--- config.mk ---
export PLATFORM = sky130hd
export DESIGN_NAME = mem_port_arbiter
export DESIGN_NICKNAME = d
export VERILOG_FILES = /design/src/rtl/mem_port_arbiter.sv
export SDC_FILE = /design/constraint.sdc
export NUM_CORES = 1
export LEC_CHECK = 0
export CORE_AREA = 2 2 83 85
export DETAILED_ROUTE_END_ITERATION = 7
export DIE_AREA = 0 0 85 87
export GPL_TIMING_DRIVEN = 0
export PLACE_DENSITY_LB_ADDON = 0.15
export SLEW_MARGIN = 25
export SYNTH_ARGS = -nofsm -noshare
export SYNTH_HDL_FRONTEND = slang
export SYNTH_SLANG_ARGS = --single-unit
--- constraint.sdc ---
create_clock -name clk -period 3.4 [get_ports clk]
set_input_delay 0.68 -clock clk [delete_from_list [all_inputs] [get_ports clk]]
set_output_delay 0.68 -clock clk [all_outputs]
set_load 0.005 [all_outputs]
--- src/rtl/mem_port_arbiter.sv ---
// mem_port_arbiter
//   Two-requester arbiter and sequencer in front of a single-port synchronous
//   memory. One transaction is accepted per cycle using sticky round-robin
//   with a burst cap. The winning command is registered onto the memory port,
//   and a small tag travels alongside it so that read data and out-of-range
//   errors can be steered back to the right requester two cycles later.
//
// Ports
//   clk, rst_n            clock, synchronous active-low reset
//   req_x, we_x           request (held until granted), write/read select
//   addr_x, wdata_x       word address and write data per requester
//   gnt_x                 combinational grant; accept = req_x & gnt_x
//   rvalid_x, err_x       one-cycle read-valid / out-of-range strobes
//   rdata                 shared read data, straight from mem_dout
//   mem_we, mem_addr,     registered memory command
//   mem_din
//   mem_dout              registered read data from the memory array

module mem_port_arbiter #(
    parameter int DATA_W    = 32,
    parameter int ADDR_W    = 5,
    parameter int DEPTH     = 26,
    parameter int MAX_BURST = 4
) (
    input  logic              clk,
    input  logic              rst_n,
    input  logic              req_0,
    input  logic              req_1,
    input  logic              we_0,
    input  logic              we_1,
    input  logic [ADDR_W-1:0] addr_0,
    input  logic [ADDR_W-1:0] addr_1,
    input  logic [DATA_W-1:0] wdata_0,
    input  logic [DATA_W-1:0] wdata_1,
    output logic              gnt_0,
    output logic              gnt_1,
    output logic              rvalid_0,
    output logic              rvalid_1,
    output logic              err_0,
    output logic              err_1,
    output logic [DATA_W-1:0] rdata,
    output logic              mem_we,
    output logic [ADDR_W-1:0] mem_addr,
    output logic [DATA_W-1:0] mem_din,
    input  logic [DATA_W-1:0] mem_dout
);

    localparam int                CNT_W   = $clog2(MAX_BURST + 1);
    localparam logic [CNT_W-1:0]  MAX_CNT = CNT_W'(MAX_BURST);
    // One extra bit so that DEPTH == 2**ADDR_W still compares correctly.
    localparam logic [ADDR_W:0]   DEPTH_L = (ADDR_W + 1)'(DEPTH);

    typedef enum logic {
        OWNER_0 = 1'b0,
        OWNER_1 = 1'b1
    } owner_e;

    owner_e             owner_q,    owner_d;
    logic [CNT_W-1:0]   burst_q,    burst_d;
    logic               mem_we_q,   mem_we_d;
    logic [ADDR_W-1:0]  mem_addr_q, mem_addr_d;
    logic [DATA_W-1:0]  mem_din_q,  mem_din_d;
    // Tag layout: {valid, is_read, requester}
    logic [2:0]         tag_q,      tag_d;
    logic [1:0]         rvalid_q,   rvalid_d;
    logic [1:0]         err_q,      err_d;

    logic               grant_0, grant_1;
    logic               accept;
    logic               sel;
    logic               sel_we;
    logic [ADDR_W-1:0]  sel_addr;
    logic [DATA_W-1:0]  sel_wdata;
    logic               sel_in_range;
    logic               issued_in_range;

    // Grant decision. Under contention the owner keeps the port until it has
    // used up its burst allowance; a lone requester always wins, which is also
    // how an owner that drops its request hands over in the same cycle.
    always_comb begin
        grant_0 = 1'b0;
        grant_1 = 1'b0;
        if (rst_n) begin
            if (req_0 && req_1) begin
                if (burst_q < MAX_CNT) begin
                    grant_0 = (owner_q == OWNER_0);
                    grant_1 = (owner_q == OWNER_1);
                end else begin
                    grant_0 = (owner_q == OWNER_1);
                    grant_1 = (owner_q == OWNER_0);
                end
            end else begin
                grant_0 = req_0;
                grant_1 = req_1;
            end
        end
    end

    // Mux the winning requester's command; grants imply requests, so a grant
    // alone means the transaction is accepted on the coming edge.
    always_comb begin
        accept       = grant_0 | grant_1;
        sel          = grant_1;
        sel_we       = sel ? we_1    : we_0;
        sel_addr     = sel ? addr_1  : addr_0;
        sel_wdata    = sel ? wdata_1 : wdata_0;
        sel_in_range = ({1'b0, sel_addr} < DEPTH_L);
    end

    // Next-state for arbitration bookkeeping, the issue stage and the
    // response stage. The response stage checks the range of the address
    // actually issued, which mem_addr_q still holds while the tag is valid.
    always_comb begin
        owner_d    = owner_q;
        burst_d    = burst_q;
        if (accept) begin
            if (owner_e'(sel) == owner_q) begin
                burst_d = (burst_q == MAX_CNT) ? burst_q : burst_q + CNT_W'(1);
            end else begin
                owner_d = owner_e'(sel);
                burst_d = CNT_W'(1);
            end
        end

        mem_we_d   = accept & sel_we & sel_in_range;
        mem_addr_d = accept ? sel_addr  : mem_addr_q;
        mem_din_d  = accept ? sel_wdata : mem_din_q;
        tag_d      = {accept, ~sel_we, sel};

        issued_in_range = ({1'b0, mem_addr_q} < DEPTH_L);
        rvalid_d = 2'b00;
        err_d    = 2'b00;
        if (tag_q[2]) begin
            if (!issued_in_range) begin
                err_d[tag_q[0]] = 1'b1;
            end else if (tag_q[1]) begin
                rvalid_d[tag_q[0]] = 1'b1;
            end
        end
    end

    // State registers. Reset clears the tag and the response strobes, so a
    // transaction in flight when reset arrives never produces a response.
    always_ff @(posedge clk) begin
        if (!rst_n) begin
            owner_q    <= OWNER_0;
            burst_q    <= '0;
            mem_we_q   <= 1'b0;
            mem_addr_q <= '0;
            mem_din_q  <= '0;
            tag_q      <= 3'b000;
            rvalid_q   <= 2'b00;
            err_q      <= 2'b00;
        end else begin
            owner_q    <= owner_d;
            burst_q    <= burst_d;
            mem_we_q   <= mem_we_d;
            mem_addr_q <= mem_addr_d;
            mem_din_q  <= mem_din_d;
            tag_q      <= tag_d;
            rvalid_q   <= rvalid_d;
            err_q      <= err_d;
        end
    end

    assign gnt_0    = grant_0;
    assign gnt_1    = grant_1;
    assign rvalid_0 = rvalid_q[0];
    assign rvalid_1 = rvalid_q[1];
    assign err_0    = err_q[0];
    assign err_1    = err_q[1];
    assign rdata    = mem_dout;
    assign mem_we   = mem_we_q;
    assign mem_addr = mem_addr_q;
    assign mem_din  = mem_din_q;

endmodule

Word level (Yosys, flattened, before mapping)

Index checks and enable logic that the tools add are counted.

Add/sub/neg operators: 1
Order comparisons: 5
Equal/unequal tests: 3
Multiplexer cells: 13
Bitwise logic cells: 8
Reductions and logical operators: 6

Operators by type and width:

| kind                                                       | count |
|---|---|
| 2-to-1 mux 32 bit                                          | 1 |
| less-than comparator 5 bit, second input constant          | 2 |
| 2-to-1 mux 1 bit                                           | 8 |
| 2-to-1 mux 3 bit                                           | 2 |
| 2-to-1 mux 5 bit                                           | 1 |
| NOT 1 bit                                                  | 5 |
| AND reduction 2 bit                                        | 2 |
| AND reduction 4 bit                                        | 1 |
| adder 3 x 1 -> 3 bit, second input constant                | 1 |
| == test 3 bit, second input constant                       | 1 |
| less-than comparator 3 bit, second input constant          | 1 |
| OR reduction 3 bit                                         | 1 |
| AND 1 bit                                                  | 2 |
| logical AND 1 bit                                          | 2 |
| less-than comparator 1 x 2 -> 1 bit, second input constant | 1 |
| inequality test 2 bit, second input constant               | 1 |
| demux 1 bit (select 1 bit)                                 | 1 |
| == test 1 bit                                              | 1 |
| >= comparator 1 bit, second input constant                 | 1 |
| OR 1 bit                                                   | 1 |

Register bits after elaboration: 49
Output and inout bits: 76
Word-level logic and storage cells: 44

Logic depth before layout (Yosys ltp)

Gate-level depths: netlist of the first run.

Depth after elaboration: 7
Mapped depth: 6
Gate-level depth less buffers: 5

Worst setup path before layout of the first run

No wires, ideal clock.

Path type: in2out
Start point: input req_0
End point: output gnt_0
Arrival: 1318 ps
Slack: 1402 ps
Cell stages on the path: 3
Cell sequence: clkbuf_1 > o211a_1 > buf_2

Word-level cells in the longest chain between the ends: 3

Ends and longest elaborated chain:

| item               | line | source |
|---|---|---|
| from (decl)        | 27   | `input logic req_0,` |
| logical AND 1 bit  | 84   | `if (req_0 && req_1) begin` |
| 2-to-1 mux 1 bit * | 84   |  |
| 2-to-1 mux 1 bit * | 83   | `if (rst_n) begin` |
| to (decl)          | 35   | `output logic gnt_0,` |

Every way passes the cells marked *; elsewhere a longest branch is shown, timed or not.

Worst setup path after layout of the first run

Ends and elaborated chain as after synthesis.

==> results.toml, run 1 <==
[setup_path]
arrival_ns = 2.52
required_ns = 2.72
critPathMaxFanout = 10
critPathKind = "in -> out"
critPathBufInv = 4
startpoint_type = "input port"
cp_top_family = "buffers and inverters"
slowest_stage = "clkdlybuf4s50_1"
cp_common_cell = "clkdlybuf4s50_1"
crit_chain = "clkdlybuf4s50_1, clkbuf_1, o211a_1, buf_2, clkdlybuf4s50_1"
end_kind = "output port"
max_stage_delay_ns = 0.53

[drt]
vias_per_cell = 4.920
dr.first_iter.drc_count = 188
routedWlPerCell_um = 14.55
drtPass1Iterations = 8
wl_mm = 6.693
ant_nets = 0
drc = 0
vias = 2263

[sta]
hold_viol = 0
worst_slew_pin_slew_ns = 0.8410
fmax_mhz = 312.3
rsz0062_at_grt = "no"
period_minus_slack_ns = 3.202
fin_setup_tns_ns = 0
maxSlewViolCount = 0
slew_headroom = 0.4369
post-route-period-util = 0.9419
whs_ns = 0.4613
skew_ns = 0.003295
fin_ws_ns = 0.1977
setup_viol = 0

[hold_path]
hold_class = "reg -> reg"

[cts]
postCtsSetupBuffers = 0
cts_buffer_depth = 2
clk_pin_slew_ns = 0.09
cts_made_buffers = 5
cts_sinks = 49
htreeDepth = 2
insertion_delay_ns = 0.30
tritoncts = "yes"
cts_root_buf = "clkbuf_8"
cts_resized = 0
ctsHoldBuffers = 0

[synthesis]
yosysMostFrequentCell = "dfxtp_1"
yosys.area.top_type = "dfxtp_1"
ys_seq_area_frac = 0.4614
yosys_warnings = 0
synth_area_leaders = "dfxtp_1 46%, a222oi_1 17%, buf_4 11%"
synth_area_mm2 = 0.002126
synth_flop_cell = "dfxtp_1"
synth_top_area_frac = 0.4614
syn_nets = 331
synth_cells = 217
ys_types = 30
netlist_top_cells_count = "49 x dfxtp_1, 42 x inv_1, 37 x a222oi_1"
ys_ff_latch = 49
async_reset_ff_frac = 0
avgSynthCellArea_um2 = 9.796
synth-edff-count = 0

[finish]
synthToLayoutAreaGrowth_pct = 83.99
drive_gt1_frac = 0.1289
multiInputGateArea_um2 = 670.6
num_antenna_cells = 0
num-fill-cells = 579
fin_nets = 493
seqCellArea_um2 = 980.9

[grt]
grt_max_degree = 16
grt_pass1_vias = 2178
grt_use_total = 0.1763
antenna_found_initial = 0
grt_remaining_overflow = 0
grt_pass1_wl_mm = 10.35

[floorplan]
num_io_pins = 188
dieWidth_um = 85
start_util = 0.3236
rows = 30
die_height_um = 87
coreArea_mm2 = 0.006569
dieArea_mm2 = 0.007395

[placement]
place_congestion = 0.7571
portBuffers = 155
pre_cts_slack_ns = 0.1771
hpwl_mm = 5.206

[pwr]
power.total_mw = 1.476
p_per_area_mw_per_mm2 = 377.5
peakVddDrop_v = 0.0002331
cellLeakagePower_nw = 1.737

[run_status]
outcome = "complete, no violations"

[flow_run]
cap_viol_max_count = 0
cell families (layout without fill, tap and decap cells):
group	count (synthesis)	in the layout	share of synthesized area
mux	2	2	0.009418
simple gates	19	19	0.05475
compound gates	57	57	0.2319
flops	49	49	0.4614
buf+inv	87	250	0.2231
fa+ha+maj	2	2	0.01177
xor+xnor	1	1	0.007654
routing by layer:
metal  wire [µm]  global-route usage  vias up
met4         120             0.06205        0
met1        2477              0.1953     1036
li1            -                   -     1086
met2        3234              0.2947      131
met3         860             0.08626       10
met5           0                   0        -
placed cells by master (no fill, tap or decap), drive strengths merged, types with 2 or more instances in the layout:
cell	instances
inv	42
clkdlybuf4s50	155
bufinv	2
ha	2
nand2	3
a31oi	2
o211ai	4
o21ai	4
clkbuf	11
nor2	2
dfxtp	49
nand3	2
and2	2
buf	39
nor3	2
a222oi	37
a21oi	7
nor3b	2
mux2i	2
where the power goes:
part           internal (mW)  switching (mW)
Combinational          0.239           0.105
Sequential             0.616          0.0252
Clock                  0.292           0.198
Total                   1.15           0.329
final timing paths:
kind	slack, ns	depth (start not counted)	startpoint	end
max	0.20	5	req_0	gnt_0
min	0.46	1	tag_q[0]	err_q[0]
min reg2reg	0.46	1	tag_q[0]	err_q[0]
max reg2reg	1.61	6	burst_q[2]	mem_din[26]
sequential cells by signal (all words and copies together), names as in the netlist:
| name | flops |
|---|---|
| err_q | 2 |
| owner_q | 1 |
| burst_q | 3 |
| mem_addr | 5 |
| mem_din | 32 |
| mem_we | 1 |
| rvalid_q | 2 |
| tag_q | 3 |
cell type report:
type | count | area share
Sequential cell | 49 | 0.2508
Multi-Input combinational cell | 81 | 0.1715
Timing Repair Buffer | 155 | 0.3967
Inverter | 42 | 0.04031
Buffer | 45 | 0.08093
Clock inverter | 3 | 0.01663
Tap cell | 80 | 0.02559
Clock buffer | 5 | 0.01759
metrics by stage:
step / util / area [µm²] / cells
floorplan: - / 2126 / 217
global placement: 0.5750 / 3777 / 452
detailed placement: 0.5750 / 3777 / 452
CTS: 0.5954 / 3911 / 460
global route: 0.5954 / 3911 / 460
finish: 0.5954 / 3911 / 460
No activity file was read; power rests on OpenSTA's default activity.
==> inputs of run 2 (changes only) <==
--- a/config.mk
+++ b/config.mk
@@ -9,7 +9,7 @@
 export DETAILED_ROUTE_END_ITERATION = 7
 export DIE_AREA = 0 0 85 87
 export GPL_TIMING_DRIVEN = 0
-export PLACE_DENSITY_LB_ADDON = 0.15
+export PLACE_DENSITY = 0.84
 export SLEW_MARGIN = 25
 export SYNTH_ARGS = -nofsm -noshare
 export SYNTH_HDL_FRONTEND = slang
==> run 2 against run 1 <==
Net effect:
- the run now ends with DRC left
- non-clock buffer count is the same
- sequential power is essentially flat
- sequential share of layout area about the same
- sequential cell count unchanged
- combinational power is essentially flat
- final area about the same
- total power grew 0.77%
- die area is the same
- utilization increased by 0.057 points
- critical path type unchanged
- critical path depth did not move
- cell count is the same
- largest cell class unchanged
==> results.toml, run 2 (synthesis results as in run 1) <==
[setup_path]
end_kind = "output port"
ff2ff_setup_slack_ns = 1.58
r2r-end = "mem_addr[0]"
startpoint_type = "input port"
required_ns = 2.72
critPathKind = "in -> out"
r2r_start = "burst_q[2]"
crit_path_start = "req_1"
critPathMaxFanout = 10
crit_path_end = "gnt_1"
arrival_ns = 2.55
ff2ff_path_depth = 6

[drt]
dr.first_iter.drc_count = 169
ant_nets = 0
wl_mm = 6.909
vias_per_cell = 4.972
drc = 1
vias = 2287
routedWlPerCell_um = 15.02
drtPass1Iterations = 8

[floorplan]
dieArea_mm2 = 0.007395
coreArea_mm2 = 0.006569
rows = 30
num_io_pins = 188
dieWidth_um = 85
die_height_um = 87
start_util = 0.3236

[grt]
grt_pass1_wl_mm = 10.87
grt_use_total = 0.1831
grt_max_degree = 17
antenna_found_initial = 0
grt_remaining_overflow = 0
grt_pass1_vias = 2284

[cts]
htreeDepth = 2
tritoncts = "yes"
postCtsSetupBuffers = 0
cts_made_buffers = 5
ctsHoldBuffers = 0
cts_sinks = 49
cts_root_buf = "clkbuf_8"
cts_buffer_depth = 2
clk_pin_slew_ns = 0.09
cts_resized = 0
insertion_delay_ns = 0.30

[pwr]
peakVddDrop_v = 0.0001967
p_per_area_mw_per_mm2 = 380.0
cellLeakagePower_nw = 1.738

[sta]
post-route-period-util = 0.9486
hold_viol = 0
period_minus_slack_ns = 3.225
skew_ns = 0.004681
worst_slew_pin_slew_ns = 0.7583
setup_viol = 0
fmax_mhz = 310.0
slew_headroom = 0.4922
fin_setup_tns_ns = 0
rsz0062_at_grt = "no"
maxSlewViolCount = 0

[finish]
num_antenna_cells = 0
final_cell_area_mm2 = 0.003915
largest_reg_flops = 32
final_cell_mix = "155 x clkdlybuf4s50_1, 49 x dfxtp_1, 42 x inv_1"
fin_nets = 493
drive_gt1_frac = 0.1289
synthToLayoutAreaGrowth_pct = 84.17
layout_commonest_cell = "clkdlybuf4s50_1"
num-fill-cells = 556

[placement]
hpwl_mm = 5.462
placed_area_mm2 = 0.003777
place_congestion = 0.7356
portBuffers = 155

[hold_path]
hold_class = "reg -> reg"

[run_status]
outcome = "complete, but fails checks"
violations = "DRC"

[flow_run]
cap_viol_max_count = 0
==> run 2: cell types whose count changed in the layout (fill, tap and decap cells not counted) <==
cell / change
clkinv_2: -1
inv_6: +1
==> run 2: where the power goes <==
group | leakage (nW) | switching [mW] | internal [mW] | total (mW)
registers | 0.405 | 0.0256 | 0.616 | 0.642
logic | 1.26 | 0.107 | 0.240 | 0.347
clock network | 0.0687 | 0.203 | 0.296 | 0.499
==> run 2: worst min path at each step <==
stage | end | from | cells after the start | slack (ns)
floorplan | rvalid_q[0] | tag_q[0] | 1 | 0.41
global placement | rvalid_q[0] | tag_q[0] | 1 | 0.43
detailed placement | rvalid_q[0] | tag_q[0] | 1 | 0.43
CTS | rvalid_q[0] | tag_q[0] | 1 | 0.45
global route | rvalid_q[0] | tag_q[0] | 1 | 0.49
finish | rvalid_q[0] | tag_q[0] | 1 | 0.45
==> run 2: metal layers <==
| layer | wire (µm) | vias up | global-route usage |
|---|---|---|---|
| met1 | 2540 | 1065 | 0.2121 |
| met3 | 747 | 6 | 0.06540 |
| li1 | - | 1087 | - |
| met2 | 3560 | 129 | 0.3189 |
| met5 | 0 | - | 0 |
| met4 | 60 | 0 | 0.05195 |
==> run 2: layout make-up <==
class | instances | area (µm²) | area share
Clock inverter | 3 | 68.82 | 0.01758
Tap cell | 80 | 100.1 | 0.02557
Clock buffer | 5 | 68.82 | 0.01758
Sequential cell | 49 | 980.9 | 0.2506
Timing Repair Buffer | 155 | 1551 | 0.3963
Buffer | 45 | 316.6 | 0.08086
Multi-Input combinational cell | 81 | 670.6 | 0.1713
Inverter | 42 | 157.7 | 0.04027
==> run 2: per-stage QoR <==
stage,power [mW],utilization,hold slack [ns],instances,setup slack (ns)
global placement,0.9911,0.5750,0.4300,452,0.1960
floorplan,0.7685,-,0.4138,217,1.402
detailed placement,1.002,0.5750,0.4317,452,0.1456
CTS,1.502,0.5960,0.4522,460,0.1474
finish,1.488,0.5960,0.4465,460,0.1746
global route,1.559,0.5960,0.4929,460,0.04452
==> run 2: critical path, stage by stage <==
cell             delay (ns)
clkdlybuf4s50_1        0.59
nand2_1                0.13
a21oi_1                0.17
clkbuf_1               0.38
clkdlybuf4s50_1        0.59
==> RTL edit: new RTL, config.mk and constraints of run 1 <==
Change the parameter `ADDR_W` from 5 to 7.
--- a/src/rtl/mem_port_arbiter.sv
+++ b/src/rtl/mem_port_arbiter.sv
@@ -18,7 +18,7 @@
 
 module mem_port_arbiter #(
     parameter int DATA_W    = 32,
-    parameter int ADDR_W    = 5,
+    parameter int ADDR_W    = 7,
     parameter int DEPTH     = 26,
     parameter int MAX_BURST = 4
 ) (
Interface: changed (resized addr_0, addr_1 and mem_addr); port bits go from 188 to 194. No check against the original RTL was run, so the function may have changed too.
==> RTL edit against run 1 <==
- first-iteration DRC count shrank 58%
- sequential cell count rose by 2
- cell area increased by 7.8%
- non-clock buffer count rose by 9
- setup slack better by 0.031 ns
- synthesized cell count increased by 40%
- power is 4.8% higher
- synthesized area rose by 12%
- routed wire length up 11%
- critical path type unchanged
- largest power group unchanged
==> RTL edit: results (changes against run 1) <==
** Layout
- The number of nets in the layout is 588 (+19%).
- Share of post-route cells with drive strength above 1 :: 11.7% (-1.2 points)

** Synth
- The share of cell area taken by muxes after synthesis is 2.53% (+1.6 points).
- Top cells by area, synth :: sky130_fd_sc_hd__dfxtp_1 43%, sky130_fd_sc_hd__nand3_1 14%, sky130_fd_sc_hd__nand2_1 12%
- Post-synthesis share of cell area spent on xor and xnor gates :: 0.368% (-0.40 points)
- Post-synthesis cell type count :: 33 (+10%)
- Commonest cells in the netlist :: 77 x sky130_fd_sc_hd__nand2_1, 67 x sky130_fd_sc_hd__nand3_1, 51 x sky130_fd_sc_hd__dfxtp_1
- Synthesized net count :: 421 (+27%)
- Compound-Gate Fraction of Synth Area :: 6.95% (-16 points)
- Fraction of post-synthesis cell area in the top cell type by area :: 42.9% (-3.2 points)
- The fraction of synthesis flops using an asynchronous set or reset pin came to 0% (unchanged).
- Arithmetic-cell share of the synthesized area counting full adders, half adders and majority gates :: 1.05% (-0.12 points)

** Detailed routing
- The detailed-route via count is 2,657 (+17%).
- Initial DRC count :: 79 (-58%)
- Total wirelength of the detailed-routed design :: 7.40 mm (+11%)
- The first-pass iteration count of the detailed router is 4 (-4).
- The detailed-route wire length per cell came to 13.4 microns (-7.7%).

** Placed design
- The area after detailed placement came to 4080 sq um (+8.0%).
- The final weighted congestion in routability-driven placement is 0.877 (+16%).
- Cell count after placement :: 543 (+20%)
- DP Worst Slack :: 0.221 ns (+0.0436 ns)
- Quantity of I/O buffers inserted on ports :: 160 (+3.2%)

** Global routing
- Overall routing resource usage :: 19.3% (+1.7 points)
- The largest net degree at the start of global routing was 17 (+1).
- Wire length of the first global-routing pass :: 11.5 mm (+11%)
- Number of global-route vias before repair :: 2,574 (+18%)
- Remaining global-route overflow :: 0 (unchanged)

** Setup path
- Setup slack, reg-to-reg :: 1.76 ns (+0.15 ns)
- The arrival time of data at the critical path endpoint is 2.49 ns (-0.03 ns).

** Power and ir drop
- The peak supply drop came to 0.245 mV (+5.0%).
- Leakage :: 0.00176 uW (+1.0%)

** STA
- The worst clock skew was 0.00497 ns (+0.00167 ns).
- The share of the clock period used by the worst path is 93.3% (-0.93 points).
- The worst-margin pin slew came to 0.477 ns (-0.364 ns).

** Run status
- Run status :: finished, final reports clean

** Clocking
- Post-CTS setup buffer count :: 0 (unchanged)
## RTL edit: cells by family after synthesis
kind of cell,after synthesis
simple gates,162
buf+inv,57
flops,51
compound gates,24
mux,6
fa+ha+maj,2
xor+xnor,1
## RTL edit: layout make-up
cell class | count | area [sq um]
Clock buffer | 5 | 68.8
Buffer | 49 | 333
Fill cell | 568 | 2350
Sequential cell | 51 | 1020
Tap cell | 80 | 100
Timing Repair Buffer | 160 | 1600
Clock inverter | 3 | 67.6
Multi-Input combinational cell | 195 | 993
Inverter | 8 | 30.0
## RTL edit: metrics by stage
step,power (uW),hold WS [ns]
finish,1550,0.457
floorplan,818,0.419
detailed placement,1070,0.441
global route,1630,0.473
CTS,1570,0.463
global placement,1070,0.434
## RTL edit: worst paths after layout
check / from / end / cells past startpoint
hold / removal: mem_din[20] / mem_din[20] / 2
hold reg to reg: mem_din[20] / mem_din[20] / 2
setup reg to reg: burst_q[2] / mem_din[0] / 6
setup / recovery: req_1 / gnt_1 / 6
## RTL edit: worst max-delay path, cell delays in order
cell and delay (ns):
sky130_fd_sc_hd__clkdlybuf4s50_1 0.65, sky130_fd_sc_hd__nand2_1 0.12, sky130_fd_sc_hd__a21o_1 0.20, sky130_fd_sc_hd__inv_2 0.07, sky130_fd_sc_hd__buf_2 0.22, sky130_fd_sc_hd__clkdlybuf4s50_1 0.54
## RTL edit: where the power goes
group | switching [uW] | internal, uW
clock | 200 | 293
sequential | 26.8 | 646
combinational | 126 | 255
## RTL edit: per-layer routing
metal	vias up	share of wire [%]	GRT usage, %
met4	0	3.1	8.37
met1	1187	41	23.0
li1	1320	-	-
met5	-	0	0
met2	132	47	32.7
met3	18	8.6	5.21
